===== src/rtl/branch_resolve_ctrl.sv =====
// Branch resolution controller: accepts one RV32I conditional branch, resolves
// its direction one cycle later, and redirects fetch when the prediction was wrong.
// Keeps saturating counts of resolved and mispredicted branches.
module branch_resolve_ctrl #(
  parameter int unsigned CNT_W = 32
) (
  input  logic             clk,
  input  logic             rst_n,
  input  logic             in_valid,
  output logic             in_ready,
  input  logic [2:0]       funct3,
  input  logic [31:0]      rs1_val,
  input  logic [31:0]      rs2_val,
  input  logic [31:0]      pc,
  input  logic [31:0]      imm,
  input  logic             pred_taken,
  output logic             res_valid,
  output logic             res_taken,
  output logic             res_mispredict,
  output logic             illegal,
  output logic             redir_valid,
  input  logic             redir_ready,
  output logic [31:0]      redir_pc,
  output logic             flush,
  input  logic             cnt_clr,
  output logic [CNT_W-1:0] br_count,
  output logic [CNT_W-1:0] mis_count
);

  typedef enum logic [1:0] {StIdle, StEval, StRedir} state_e;

  state_e           state_q;
  logic [2:0]       funct3_q;
  logic [31:0]      rs1_q, rs2_q, pc_q, imm_q;
  logic             pred_q;
  logic [31:0]      redir_pc_q;
  logic [CNT_W-1:0] br_q, mis_q;

  logic        is_illegal;
  logic        cond_taken;
  logic        eval_legal;
  logic        eval_mis;
  logic [31:0] target;
  logic [31:0] fallthru;

  // Direction decode and target arithmetic on the captured operands.
  always_comb begin
    cond_taken = 1'b0;
    case (funct3_q)
      3'b000:  cond_taken = (rs1_q == rs2_q);
      3'b001:  cond_taken = (rs1_q != rs2_q);
      3'b100:  cond_taken = ($signed(rs1_q) < $signed(rs2_q));
      3'b101:  cond_taken = ($signed(rs1_q) >= $signed(rs2_q));
      3'b110:  cond_taken = (rs1_q < rs2_q);
      3'b111:  cond_taken = (rs1_q >= rs2_q);
      default: cond_taken = 1'b0;
    endcase
    is_illegal = (funct3_q[2:1] == 2'b01);
    eval_legal = (state_q == StEval) && !is_illegal;
    eval_mis   = eval_legal && (cond_taken ^ pred_q);
    target     = pc_q + imm_q;    // wraps modulo 2^32
    fallthru   = pc_q + 32'd4;
  end

  // Outputs decoded purely from registered state, so no input-to-output paths
  // except flush, which is defined as the redirect handshake itself.
  always_comb begin
    in_ready       = (state_q == StIdle);
    res_valid      = (state_q == StEval);
    res_taken      = eval_legal && cond_taken;
    res_mispredict = eval_mis;
    illegal        = (state_q == StEval) && is_illegal;
    redir_valid    = (state_q == StRedir);
    redir_pc       = redir_pc_q;
    flush          = redir_valid && redir_ready;
    br_count       = br_q;
    mis_count      = mis_q;
  end

  // Control FSM with operand capture and redirect PC register.
  always_ff @(posedge clk or negedge rst_n) begin
    if (!rst_n) begin
      state_q    <= StIdle;
      funct3_q   <= 3'b000;
      rs1_q      <= 32'd0;
      rs2_q      <= 32'd0;
      pc_q       <= 32'd0;
      imm_q      <= 32'd0;
      pred_q     <= 1'b0;
      redir_pc_q <= 32'd0;
    end else begin
      case (state_q)
        StIdle: begin
          if (in_valid) begin
            funct3_q <= funct3;
            rs1_q    <= rs1_val;
            rs2_q    <= rs2_val;
            pc_q     <= pc;
            imm_q    <= imm;
            pred_q   <= pred_taken;
            state_q  <= StEval;
          end
        end
        StEval: begin
          if (eval_mis) begin
            redir_pc_q <= cond_taken ? target : fallthru;
            state_q    <= StRedir;
          end else begin
            state_q <= StIdle;
          end
        end
        StRedir: begin
          if (redir_ready) begin
            state_q <= StIdle;
          end
        end
        default: state_q <= StIdle;
      endcase
    end
  end

  // Saturating statistics counters; clear wins over a same-cycle increment.
  always_ff @(posedge clk or negedge rst_n) begin
    if (!rst_n) begin
      br_q  <= '0;
      mis_q <= '0;
    end else if (cnt_clr) begin
      br_q  <= '0;
      mis_q <= '0;
    end else begin
      if (eval_legal && (br_q != '1)) begin
        br_q <= br_q + CNT_W'(1);
      end
      if (eval_mis && (mis_q != '1)) begin
        mis_q <= mis_q + CNT_W'(1);
      end
    end
  end

endmodule


===== config.mk =====
export PLATFORM = sky130hd
export DESIGN_NAME = branch_resolve_ctrl
export DESIGN_NICKNAME = d
export VERILOG_FILES = /design/src/rtl/branch_resolve_ctrl.sv
export SDC_FILE = /design/constraint.sdc
export NUM_CORES = 1
export LEC_CHECK = 0
export ABC_AREA = 1
export BUFFER_PORTS_ARGS = -buffer_cell sky130_fd_sc_hd__clkbuf_2
export CORE_ASPECT_RATIO = 0.7
export CORE_UTILIZATION = 50
export CTS_BUF_LIST = sky130_fd_sc_hd__clkbuf_2
export DETAILED_ROUTE_END_ITERATION = 8
export PLACE_DENSITY = 0.72
export SLEW_MARGIN = 15
export SYNTH_ARGS = -nofsm -noshare
export SYNTH_HDL_FRONTEND = slang
export SYNTH_SLANG_ARGS = --single-unit

===== constraint.sdc =====
create_clock -name clk -period 7.85 [get_ports clk]
set_input_delay 0.3925 -clock clk [delete_from_list [all_inputs] [get_ports clk]]
set_output_delay 0.3925 -clock clk [all_outputs]
set_load 0.005 [all_outputs]

Word level (Yosys, flattened, before mapping)
Cells that the tools add are included.
{"block": "classes", "n_addsub": 4, "n_lt_le_gt_ge": 4, "n_eq_ne": 14, "n_mux": 10, "n_bitwise": 1, "reduce_logical": 15}
{"op": "32-bit 2-to-1 mux", "n": 5}
{"op": "32-bit by 1-bit adder with 32-bit output, second input constant", "n": 2}
{"op": "32-bit greater-or-equal comparator", "n": 2}
{"op": "32-bit < comparator", "n": 2}
{"op": "32-bit != test, second input constant", "n": 2}
{"op": "32-bit by 3-bit adder with 32-bit output, second input constant", "n": 1}
{"op": "32-bit adder", "n": 1}
{"op": "32-bit == test", "n": 1}
{"op": "32-bit != test", "n": 1}
{"op": "3-bit == test, second input constant", "n": 4}
{"op": "1-bit logical AND", "n": 7}
{"op": "2-bit 2-to-1 mux", "n": 3}
{"op": "1-bit case mux with 6 select lines", "n": 1}
{"op": "2-bit case mux with 3 select lines", "n": 1}
{"op": "2-bit AND reduction", "n": 3}
{"op": "2-bit by 1-bit == test with 1-bit output, second input constant", "n": 2}
{"op": "2-bit nonzero test", "n": 2}
{"op": "3-bit by 1-bit == test with 1-bit output, second input constant", "n": 1}
{"op": "3-bit zero test", "n": 1}
{"op": "2-bit == test, second input constant", "n": 1}
{"op": "2-bit zero test", "n": 1}
{"op": "2-bit by 1-bit != test with 1-bit output, second input constant", "n": 1}
{"op": "2-bit != test, second input constant", "n": 1}
{"op": "1-bit zero test", "n": 1}
{"op": "1-bit XOR", "n": 1}
{"block": "word_totals", "register_bits": 230, "out_inout_bits": 103, "word_cells": 58}

Depth between registers and ports, before layout
{"block": "logic_depth", "depth_word": 7, "mapped_depth": 24}

Worst setup path after synthesis
Ideal clock, no wire load.
{"block": "synth_path", "kind": "register to output", "startpoint": "register rs1_q[31]", "endpoint": "output port res_mispredict", "arrival_time_ns": 2.216, "setup_slack_ns": 5.241, "path_stages_with_launch": 18, "path_buffers": 2, "path_cell_list": "dfrtp_1 > ha_1 > nand2_1 > nor2_2 > nand2_1 > nor3b_2 > nand2_1 > nand2_1 > nand2_1 > inv_2 > nand2_1 > nor2_2 > nand2_2 > nor2_4 > nor2_1 > nor2_4 > buf_6 > buf_6"}
{"block": "synth_via", "elab_chain_cells": 4, "elab_cells_between_ends": 9, "cone_classes": "order compare: 4; eq/ne: 2; mux: 1; bitwise: 1; reduce/logical: 1"}
{"element": "start, declared", "line": "34", "rtl": "logic [31:0] rs1_q, rs2_q, pc_q, imm_q;"}
{"element": "start signal, assigned", "line": "96", "rtl": "rs1_q <= rs1_val;"}
{"element": "32-bit greater-or-equal comparator, or another cell as far along", "line": "55", "rtl": "3'b111: cond_taken = (rs1_q >= rs2_q);"}
{"element": "1-bit case mux with 6 select lines (*)", "line": "49", "rtl": "case (funct3_q)"}
{"element": "1-bit XOR (*)", "line": "60", "rtl": "eval_mis = eval_legal && (cond_taken ^ pred_q);"}
{"element": "1-bit logical AND (*)", "line": "60"}
{"element": "end, declared", "line": "19", "rtl": "output logic res_mispredict,"}
Mark *: on every way between the ends. The rest lies on a longest branch, timed or not.

Final worst setup path
{"block": "layout_path", "startpoint": "register rs2_q[7]", "endpoint": "output port res_mispredict"}
{"block": "layout_via", "elab_chain_cells": 4, "elab_cells_between_ends": 9, "cone_classes": "order compare: 4; eq/ne: 2; mux: 1; bitwise: 1; reduce/logical: 1"}
{"element": "start, declared", "line": "34"}
{"element": "start signal, assigned", "line": "97", "rtl": "rs2_q <= rs2_val;"}
{"element": "32-bit greater-or-equal comparator, or another cell as far along", "line": "55"}
{"element": "1-bit case mux with 6 select lines (*)", "line": "49"}
{"element": "1-bit XOR (*)", "line": "60"}
{"element": "1-bit logical AND (*)", "line": "60"}
Marked as above.

==> summary.txt <==
Run status
  – Status: completed

Global routing
  – Antenna violations before repair: 2
  – Largest net degree at the start of global routing: 101
  – GRT Util Overall: 0.298
  – Overflow after GRT: 0
  – Vias in the first global route: 13400
  – First-pass GRT wire length: 68.6 mm

Power
  – Switching Share: 0.482
  – Worst VDD drop: 0.158 mV
  – Tot Pwr: 5.65 mW
  – Pwr/cell area: 330 nW/µm²
  – Internal cell power: 2.93 mW
  – P_leak: 8.97 nW
  – Net Switching: 2.72 mW
  – Share of total power in combinational logic: 0.525
  – Clock power share: 0.138
  – Sequential share of power: 0.337

CTS
  – H-Tree Depth: 2
  – CTS tree: built
  – CTS Sinks: 230
  – Worst skew pair latency: 0.90 ns
  – Deepest clock path buffer count: 3
  – Setup Fix Bufs, Post-CTS: 0
  – Clock-pin slew on the worst setup and hold paths: 0.12 ns
  – Root buffer cell: clkbuf_2
  – CTS Buf Count: 56

Place
  – Dpl hpwl: 28.2 mm
  – Final GP Congestion: 0.978
  – Port bufs: 239
  – Post-DP Area: 15300 µm²
  – DP Worst Slack: 4.00 ns

Timing
  – Final worst setup slack: 3.34 ns
  – Setup violators final: 0
  – Slew headroom: 0.319
  – Unrepaired setup endpoints after global routing: false
  – Achievable frequency: 222 MHz
  – Setup_tns: 0 ns
  – Hold Vio Cnt, Final: 0
  – Tmin final: 4.51 ns
  – Tightest Pin Transition: 1.02 ns
  – Final-report max-slew violation count: 0
  – Crit share post-route: 0.575
  – Clock skew: 0.0846 ns

Detailed routing
  – Detailed-route vias per instance: 5.25
  – Drc violations: 0
  – DR vias: 13900
  – WL per Instance: 15.6 µm
  – Antenna Nets Post-Route: 0
  – First-pass iteration count of the detailed router: 5
  – WL final: 41.4 mm
  – Initial drt markers: 1143

Synthesis
  – Synth Instances: 1874
  – Mapped Area: 13900 µm²
  – Number of synthesized flops with an enable pin: 0
  – Fraction of registers with async set/reset: 1.00
  – Syn. warnings: 0
  – Average size of a mapped cell: 7.40 µm²
  – Synth unique cells: 43
  – Synthesized Nets: 2078
  – Flops & latches, synth: 230
  – Ys flop type: dfrtp_1
  – Register area share after synthesis: 0.415

Die
  – Initial Utilization: 0.514
  – Cell row count: 50
  – Die width: 201 µm
  – Die height: 141 µm
  – Core Box Area: 27000 µm²
  – Ports: 240
  – Die area: 28400 µm²

Worst setup path
  – Critical path capture point type: output pin
  – WS Path Type: reg -> out
  – Critical path arrival: 4.12 ns
  – WP data required: 7.46 ns
  – Crit-path max FO: 30
  – Worst setup SP type: register

Final layout
  – Share of layout cells above drive strength 1: 0.152
  – Fin util: 0.636
  – Fillers: 2413
  – Synthesis-to-layout area growth: 23.7%
  – Design area: 17100 µm²
  – Final nets: 2456
  – Most common cell after layout, fill and taps aside: nand2_1
  – Most frequent cells in the layout: nand2_1, clkbuf_2, dfrtp_1, inv_1, dlygate4sd3_1

Job
  – Max-cap viol count: 0

Worst hold path
  – Worst hold path type: in -> reg
==> path summary, 6_finish.rpt <==
check                                          from                  endpoint  slack, ns  cells past startpoint
hold / removal                           rs1_val[4]      rs1_q[4]$_DFFE_PN0P_       0.23                      4
setup / recovery               rs2_q[7]$_DFFE_PN0P_            res_mispredict       3.34                     17
hold reg to reg            redir_pc[14]$_DFFE_PN0P_  redir_pc[14]$_DFFE_PN0P_       0.48                      2
max in group asynchronous                     rst_n  redir_pc[12]$_DFFE_PN0P_       5.70                      4
setup reg to reg               rs2_q[7]$_DFFE_PN0P_  mis_count[0]$_DFFE_PN0P_       3.82                     19
min in group asynchronous                     rst_n      rs1_q[7]$_DFFE_PN0P_       0.57                      3
==> power by group through the flow <==
stage          sequential, mW  combinational, mW  clock [mW]
2_1_floorplan            1.82               2.13           0
5_1_grt                  1.95               3.36       0.869
6_report                 1.91               2.96       0.781
3_5_place_dp             1.91               2.85           0
4_1_cts                  1.89               2.92       0.809
3_3_place_gp             1.91               2.80           0
==> cell usage after synthesis (6+ instances only) <==
| cell | n | area, µm² |
|---|---|---|
| nand2_1 | 674 | 2530 |
| xor2_1 | 57 | 499 |
| nor4_1 | 14 | 87.6 |
| a21oi_1 | 64 | 320 |
| nor3_2 | 6 | 60.1 |
| clkbuf_1 | 40 | 150 |
| buf_6 | 6 | 67.6 |
| ha_1 | 66 | 826 |
| nor2_1 | 105 | 394 |
| nand3_1 | 87 | 435 |
| xnor2_1 | 26 | 228 |
| o21ai_0 | 128 | 641 |
| dfrtp_1 | 230 | 5760 |
| nor3_1 | 55 | 275 |
| a21o_1 | 6 | 45.0 |
| buf_2 | 14 | 70.1 |
| inv_1 | 177 | 664 |
| nand4_1 | 62 | 388 |
==> state kept, by name (all words and copies together) (netlist names) <==
signal     cells
imm_q         32
mis_count     32
br_count      32
rs1_q         32
state_q        2
pred_q         1
redir_pc      32
rs2_q         32
pc_q          32
funct3_q       3
==> stage by stage <==
step	std cells	hold slack [ns]
after detailed placement	2421	0.414
after floorplan	1874	0.0969
after CTS	2655	0.138
final	2657	0.233
after global routing	2657	0.154
after global placement	2421	0.410
==> logic make-up (layout without fill, tap and decap cells) <==
group                      count (synthesis)  after routing  synth area share
xor gates and xnor gates                  83             83            0.0525
DFF                                      230            230             0.415
and+or+nand+nor                         1023           1023             0.312
buffers and inverters                    245            662            0.0711
adders and majority gates                 67             67            0.0610
other                                      0              2                 0
AOI/OAI and AO/OA                        226            226            0.0877
==> worst max-delay path, stage by stage (launching register included) <==
cell	delay, ns
dfrtp_1	0.37
inv_1	0.06
ha_1	0.28
nand2_1	0.07
nor2_1	0.14
nand4_1	0.14
nor3_1	0.44
nand2_1	0.18
nand2_1	0.10
nand2_1	0.06
inv_2	0.06
nand2_1	0.06
nor2_2	0.15
nand2_2	0.08
nor2_4	0.56
nor2_1	0.16
nor2_4	0.16
clkbuf_2	0.15
==> cell type report <==
| cell class | count | area (µm²) | area share |
|---|---|---|---|
| diodes | 2 | 5.00 | 0.000292 |
| clock buffers | 72 | 360 | 0.0210 |
| clock inverters | 25 | 124 | 0.00723 |
| inverters | 181 | 682 | 0.0398 |
| multi-input cells | 1399 | 7120 | 0.415 |
| flip-flops and latches | 230 | 5760 | 0.336 |
| well taps | 364 | 455 | 0.0266 |
| repair buffers | 384 | 2640 | 0.154 |
==> timing repair <==
| action | in CTS | in global routing |
|---|---|---|
| resized for setup | 0 | 0 |
| hold buffers | 137 | 0 |
| setup endpoints to repair | 0 | 0 |
| endpoints found under the hold margin | 219 | 0 |
==> per-layer routing <==
layer  track usage  routed length, µm  vias up
met5             0                  0        -
met4        0.0904                870        0
met3        0.0590               2810       71
met2         0.447              17800      524
met1         0.434              19900     6481
li1              -                  -     6872
Power figures use the tool's default switching activity.
